--- config.mk ---
export PLATFORM = sky130hd
export DESIGN_NAME = gearbox_tx_flex
export DESIGN_NICKNAME = d
export VERILOG_FILES = /design/src/rtl/gearbox_pkg.sv /design/src/rtl/gearbox_tx_flex.sv
export SDC_FILE = /design/constraint.sdc
export NUM_CORES = 1
export LEC_CHECK = 0
export CORE_MARGIN = 10
export CORE_UTILIZATION = 30
export CTS_CLUSTER_DIAMETER = 80
export DETAILED_ROUTE_END_ITERATION = 7
export PLACE_DENSITY_LB_ADDON = 0.08
export SYNTH_ARGS = -nofsm -noshare
export SYNTH_HDL_FRONTEND = slang
export SYNTH_SLANG_ARGS = --single-unit
--- constraint.sdc ---
create_clock -name USER_CLK -period 8.1 [get_ports USER_CLK]
set_input_delay 1.215 -clock USER_CLK [delete_from_list [all_inputs] [get_ports USER_CLK]]
set_output_delay 1.215 -clock USER_CLK [all_outputs]
set_load 0.02 [all_outputs]
--- src/rtl/gearbox_pkg.sv ---
// Shared definitions for the Interlaken gearbox family.
//   IL_WORD_WIDTH     : width of a framed 64b/67b word
//   clog2()           : ceiling log2, usable in parameter expressions
//   gearbox_params_ok : elaboration-time legality check of width parameters
`timescale 1ns/1ps
package gearbox_pkg;

    localparam int IL_WORD_WIDTH = 67;

    // Ceiling log2; returns at least 1 so a width derived from it is never zero.
    function automatic int clog2(input int value);
        int result;
        result = 0;
        for (int v = value - 1; v > 0; v = v >> 1) begin
            result++;
        end
        if (result < 1) begin
            result = 1;
        end
        return result;
    endfunction

    // The accumulator must hold a full word on top of the largest residual
    // that can remain after an emit (OUT_WIDTH-1 bits).
    function automatic bit gearbox_params_ok(input int in_w, input int out_w, input int buf_w);
        return (out_w >= 8) && (out_w <= in_w) && (buf_w >= in_w + out_w - 1);
    endfunction

endpackage

--- src/rtl/gearbox_tx_flex.sv ---
// Interlaken transmit gearbox: serialises IN_WIDTH-bit framed words into a
// continuous OUT_WIDTH-bit stream, with valid/ready back-pressure upstream.
// Ports:
//   USER_CLK       : single clock, rising edge
//   RESET          : synchronous active-high reset
//   DATA_IN        : framed word from the framing layer
//   DATA_IN_VALID  : DATA_IN is valid
//   DATA_IN_READY  : word is accepted this cycle (combinational from state and RESET)
//   DATA_OUT       : registered output slice
//   DATA_OUT_VALID : DATA_OUT holds a fresh slice
//   UNDERRUN       : one-cycle pulse when no slice could be emitted after start
//   FILL_LEVEL     : number of buffered bits
`timescale 1ns/1ps
module gearbox_tx_flex
    import gearbox_pkg::*;
#(
    parameter int IN_WIDTH  = IL_WORD_WIDTH,
    parameter int OUT_WIDTH = 20,
    parameter int BUF_WIDTH = IN_WIDTH + OUT_WIDTH,
    parameter bit MSB_FIRST = 1'b1,
    localparam int FILL_W   = clog2(BUF_WIDTH + 1)
) (
    input  logic                 USER_CLK,
    input  logic                 RESET,
    input  logic [IN_WIDTH-1:0]  DATA_IN,
    input  logic                 DATA_IN_VALID,
    output logic                 DATA_IN_READY,
    output logic [OUT_WIDTH-1:0] DATA_OUT,
    output logic                 DATA_OUT_VALID,
    output logic                 UNDERRUN,
    output logic [FILL_W-1:0]    FILL_LEVEL
);

    localparam logic [FILL_W-1:0] OUT_W_F  = FILL_W'(OUT_WIDTH);
    localparam logic [FILL_W-1:0] IN_W_F   = FILL_W'(IN_WIDTH);
    // Largest post-emit fill at which a whole word still fits.
    localparam logic [FILL_W-1:0] ROOM_MAX = FILL_W'(BUF_WIDTH - IN_WIDTH);

    if (!gearbox_params_ok(IN_WIDTH, OUT_WIDTH, BUF_WIDTH)) begin : g_bad_params
        $error("gearbox_tx_flex: illegal IN_WIDTH/OUT_WIDTH/BUF_WIDTH combination");
    end

    // The buffer is kept in wire order: bit 0 is the oldest bit (next on the
    // wire). Bits at or above the fill level are always zero, so an accepted
    // word can simply be OR-ed in at the fill position.
    logic [BUF_WIDTH-1:0] buf_q, buf_d, buf_rem;
    logic [FILL_W-1:0]    fill_q, fill_d, fill_rem;
    logic [OUT_WIDTH-1:0] data_out_q, data_out_d;
    logic                 valid_q, valid_d;
    logic                 underrun_q, underrun_d;
    logic                 started_q, started_d;
    logic                 emit, ready, accept;

    logic [IN_WIDTH-1:0]  word_ord;    // DATA_IN in wire order (index 0 first)
    logic [BUF_WIDTH-1:0] word_ext;
    logic [OUT_WIDTH-1:0] slice_wire;  // head slice mapped to DATA_OUT bit order

    // Input boundary: map the word into wire order.
    for (genvar gi = 0; gi < IN_WIDTH; gi++) begin : g_in_order
        if (MSB_FIRST) begin : g_msb
            assign word_ord[gi] = DATA_IN[IN_WIDTH-1-gi];
        end else begin : g_lsb
            assign word_ord[gi] = DATA_IN[gi];
        end
    end

    // Output boundary: first-on-wire bit lands at the MSB or LSB of DATA_OUT.
    for (genvar gi = 0; gi < OUT_WIDTH; gi++) begin : g_out_order
        if (MSB_FIRST) begin : g_msb
            assign slice_wire[OUT_WIDTH-1-gi] = buf_q[gi];
        end else begin : g_lsb
            assign slice_wire[gi] = buf_q[gi];
        end
    end

    assign word_ext = BUF_WIDTH'(word_ord);

    always_comb begin
        emit       = (fill_q >= OUT_W_F);
        fill_rem   = emit ? (fill_q - OUT_W_F) : fill_q;
        buf_rem    = emit ? (buf_q >> OUT_WIDTH) : buf_q;
        ready      = !RESET && (fill_rem <= ROOM_MAX);
        accept     = DATA_IN_VALID && ready;

        buf_d      = buf_rem;
        fill_d     = fill_rem;
        if (accept) begin
            buf_d  = buf_rem | (word_ext << fill_rem);
            fill_d = fill_rem + IN_W_F;
        end

        data_out_d = data_out_q;
        if (emit) begin
            data_out_d = slice_wire;
        end
        valid_d    = emit;
        underrun_d = started_q && !emit;
        started_d  = started_q || accept;
    end

    always_ff @(posedge USER_CLK) begin
        if (RESET) begin
            buf_q      <= '0;
            fill_q     <= '0;
            data_out_q <= '0;
            valid_q    <= 1'b0;
            underrun_q <= 1'b0;
            started_q  <= 1'b0;
        end else begin
            buf_q      <= buf_d;
            fill_q     <= fill_d;
            data_out_q <= data_out_d;
            valid_q    <= valid_d;
            underrun_q <= underrun_d;
            started_q  <= started_d;
        end
    end

    assign DATA_IN_READY  = ready;
    assign DATA_OUT       = data_out_q;
    assign DATA_OUT_VALID = valid_q;
    assign UNDERRUN       = underrun_q;
    assign FILL_LEVEL     = fill_q;

endmodule

* Word level (Yosys, flattened, before mapping) *
Cells that the tools add are included.
Widths: inputs -> output; s select.

cells by class
  shift-type cells = 1
  $add $sub $neg = 2
  reduce and logical (&&, ||, !) cells = 6
  magnitude comparators = 2
  bitwise logic cells = 1
  mux-type cells = 4

operators with widths
  cell                 count
  $mux 87              2
  $or 87x87->87        1
  $shl 67x7->87        1
  $mux 7               2
  $add 7x7->7 const B  1
  $ge 7x5->1 const B   1
  $le 7x5->1 const B   1
  $sub 7x5->7 const B  1
  $logic_and 1x1->1    3
  $logic_not 1->1      2
  $logic_or 1x1->1     1

storage, ports and cells
  output and inout port bits = 30
  input port bits = 70
  bits in registers = 117

* Longest topological paths before layout *
  depth after elaboration = 6
  mapped depth = 12
  depth with buffers taken out = 9

* Worst setup path after synthesis *
Ideal clock, no wire load.

  path type = register to output
  from = register fill_q[3], in the netlist FILL_LEVEL[3]
  to = output port DATA_IN_READY
  path slack = 4.675 ns
  stages on the path, launching flop included = 8
  required time = 6.885 ns
  arrival time = 2.210 ns
  path through = dfxtp_1 inv_1 ha_1 and4bb_4 nor4_4 nor3_1 mux2_2 a31oi_1

between the ends
  cells in the longest elaborated chain, start to end = 4

RTL lines
  element                                    line                                          RTL
  start, declared                            gearbox_tx_flex.sv:47                         logic [FILL_W-1:0] fill_q, fill_d, fill_rem;
  start signal, assigned                     gearbox_tx_flex.sv:111                        fill_q <= fill_d;
  $sub 7x5->7 or $ge 7x5->1 (tied branches)  gearbox_tx_flex.sv:80, gearbox_tx_flex.sv:79
  $mux 7 *                                   gearbox_tx_flex.sv:80                         fill_rem = emit ? (fill_q - OUT_W_F) : fill_q;
  $le 7x5->1 *                               gearbox_tx_flex.sv:82                         ready = !RESET && (fill_rem <= ROOM_MAX);
  $logic_and 1x1->1 *                        gearbox_tx_flex.sv:82
  end, declared                              gearbox_tx_flex.sv:27                         output logic DATA_IN_READY,

Every way passes the cells marked *; elsewhere a longest branch is shown, timed or not.

* Worst setup path after layout *
  from = register fill_q[1], in the netlist FILL_LEVEL[1]
  to = output port DATA_IN_READY

The elaborated chain is that of the path after synthesis.

==> results by group <==
CTS
  – CTS Buf Count: 17
  – Worst-Skew Late Latency: 430 ps
  – Postcts setup bufs: 0
  – Post-CTS sizing: 0
  – Reg clk slew, reported paths: 60 ps
  – CTS Hold Buffers Added: 0
  – Clk buf depth: 2
  – CTS tree: yes
  – CTS Root Cell: clkbuf_16
  – Depth of the CTS H-tree: 4
  – Total clock sinks: 117

Yosys
  – Synth warn: 0
  – Avg Cell Area, Syn: 8.49 µm²
  – Sequential element share of the synthesized area: 24.6%
  – EDFF count, synth: 0
  – Largest area contributor in the netlist: dfxtp_1
  – Cells after Synth: 1122
  – Post-synth top cells: 179 x nand2_1, 129 x mux2i_1, 117 x dfxtp_1
  – Unique masters post-synth: 80
  – Top_reg_cell synth: dfxtp_1
  – Top-count cell post-synth: nand2_1
  – Synth area leaders: dfxtp_1 25%, mux2i_1 14%, mux4_2 11%
  – FFs w/ async S/R, synth: 0%
  – Syn nets: 1196
  – Post-synth top area share: 24.6%
  – Register bit total from synthesis: 117
  – Post-Syn Area: 0.00953 mm²

Placement
  – PortBufs: 99
  – Gpl congestion: 0.887
  – Placed cells: 1534
  – HPWL after DPL: 27800 µm

Cells and area
  – Layout cells sized above 1: 15.5%
  – Core Util, Final: 36.1%
  – # nets final: 1225
  – Layout Area Growth over Synthesis: 19.2%
  – Diode count: 0
  – Layout Cells excl Fill: 1566

STA
  – Worst Tran Pin Value: 1210 ps
  – Final hold vios: 0
  – TNS Setup: 0 ps
  – Slew Limit Headroom: 19.2%
  – Min cycle time layout: 5060 ps
  – Final Skew: 13.1 ps
  – RSZ-0062 raised after global routing: false
  – Max-slew violation count: 0
  – Period utilisation layout: 62.4%
  – Max Clock Freq: 198 MHz
  – # setup viols final: 0

Critical path
  – WP data required: 6880 ps
  – CP startpoint kind: flop
  – Setup slack, reg-to-reg: 3680 ps
  – CP endpoint kind: output port
  – R2R depth: 10
  – Crit path max fanout: 68
  – RR Endpoint: buf_q[40]
  – Reg-to-Reg Start: FILL_LEVEL[2]
  – Worst Setup Path Type: flop to output port
  – Crit path DAT: 3840 ps

Detailed routing
  – First DRT Iteration DRCs: 847
  – Antenna-violating nets left: 0
  – Avg WL per Cell: 25.2 µm
  – Final WL: 39400 µm
  – Via count: 9255
  – Via density: 5.91
  – Detailed Routing Iterations Pass 1: 7
  – DRC: 0

Floorplan
  – # IOs: 100
  – Initial core utilization: 30.3%
  – Die height: 198 µm
  – Cell Rows: 65
  – Core outline area: 0.0315 mm²
  – Die area: 0.0393 mm²
  – Die width: 198 µm

GRT
  – First-pass GRT wire length: 59500 µm
  – Antenna violations before repair: 0
  – Gr ovfl total: 0
  – Largest net degree at the start of global routing: 71
  – Vias in the first global route: 9155
  – Tot GR Track Use: 19.9%

Flow run
  – Max-cap violations: 0

Hold path
  – Worst min-delay path class: flop to flop
  – Hold_sp: DATA_OUT[15]
  – Hold endpoint: DATA_OUT[15]
  – Hold Path Depth: 2

Outcome
  – Status: finished clean
## flip-flops by register name, indices dropped and copies added, names as in the netlist
signal          flops
buf_q              87
DATA_OUT           20
FILL_LEVEL          7
DATA_OUT_VALID      1
UNDERRUN            1
started_q           1
## critical path, stage by stage (launching register included)
cell and delay [ps]:
dfxtp_2 310, buf_4 560, and4bb_4 340, nor4_4 200
buf_4 650, nor3_1 160, mux2_2 350, a31oi_1 180
clkdlybuf4s50_1 630
## logic make-up (layout without fill, tap and decap cells)
group | Yosys count | in the layout | share of synthesized area (%)
multiplexers | 226 | 226 | 30.5
buffers and inverters | 116 | 158 | 5.52
adder cells (fa/ha/maj) | 4 | 4 | 0.525
AO/OA/AOI/OAI | 320 | 320 | 23.1
flip-flops | 117 | 117 | 24.6
XOR/XNOR | 1 | 1 | 0.0920
AND/OR/NAND/NOR | 338 | 338 | 15.6
## layout make-up
cell class	count	area (µm²)
clock inverter	12	168
inverter	9	33.8
sequential	117	2350
timing repair buffer	117	1120
clock buffer	20	467
fill	3282	20100
tap	402	503
multi-input combinational	889	6710
## worst max-delay path by stage
stage	slack, ps	start	cells past startpoint	to
global placement	3440	FILL_LEVEL[1]	8	DATA_IN_READY
global route	2780	FILL_LEVEL[1]	8	DATA_IN_READY
finish	3040	FILL_LEVEL[1]	8	DATA_IN_READY
detailed placement	3450	FILL_LEVEL[1]	8	DATA_IN_READY
floorplan	4680	FILL_LEVEL[3]	7	DATA_IN_READY
CTS	2980	FILL_LEVEL[1]	8	DATA_IN_READY
## per-layer routing
metal  global-route usage [%]  share of wire (%)
met5                        0                  0
met1                     27.2                 47
met2                     30.3                 44
met3                     4.18                6.4
met4                     6.32                2.2
## cell usage in the layout, fill, tap and decap left out, types with 5 or more instances in the layout
cell type        count
clkinv_4             5
o2bb2ai_1            6
inv_1                8
mux2i_1            129
a21oi_1             86
clkdlybuf4s50_1     98
a22oi_1              8
a41oi_1              8
a31oi_1             32
clkbuf_16           17
a31o_2               9
or3_1                5
nor2_1              75
nand3_1             16
a22o_1               5
buf_4               19
o21ai_0             31
dfxtp_1            115
o211ai_1            12
nand2_1            179
a211o_1              5
nor3_1              24
mux4_2              46
o32ai_1              6
nor2b_1              8
a211oi_1            21
mux2_2              48
o22ai_1             27
a222oi_1             6
## per-stage QoR
step | worst slack (ps) | hold WS (ps) | instance area (µm²)
2_1_floorplan | 4680 | 422 | 9530
3_3_place_gp | 3440 | 440 | 10700
3_5_place_dp | 3450 | 444 | 10700
4_1_cts | 2980 | 456 | 11400
5_1_grt | 2780 | 481 | 11400
6_report | 3040 | 450 | 11400
Power is not shown: default switching activity piles up to over one toggle a cycle in this logic, so the estimate is an artifact.
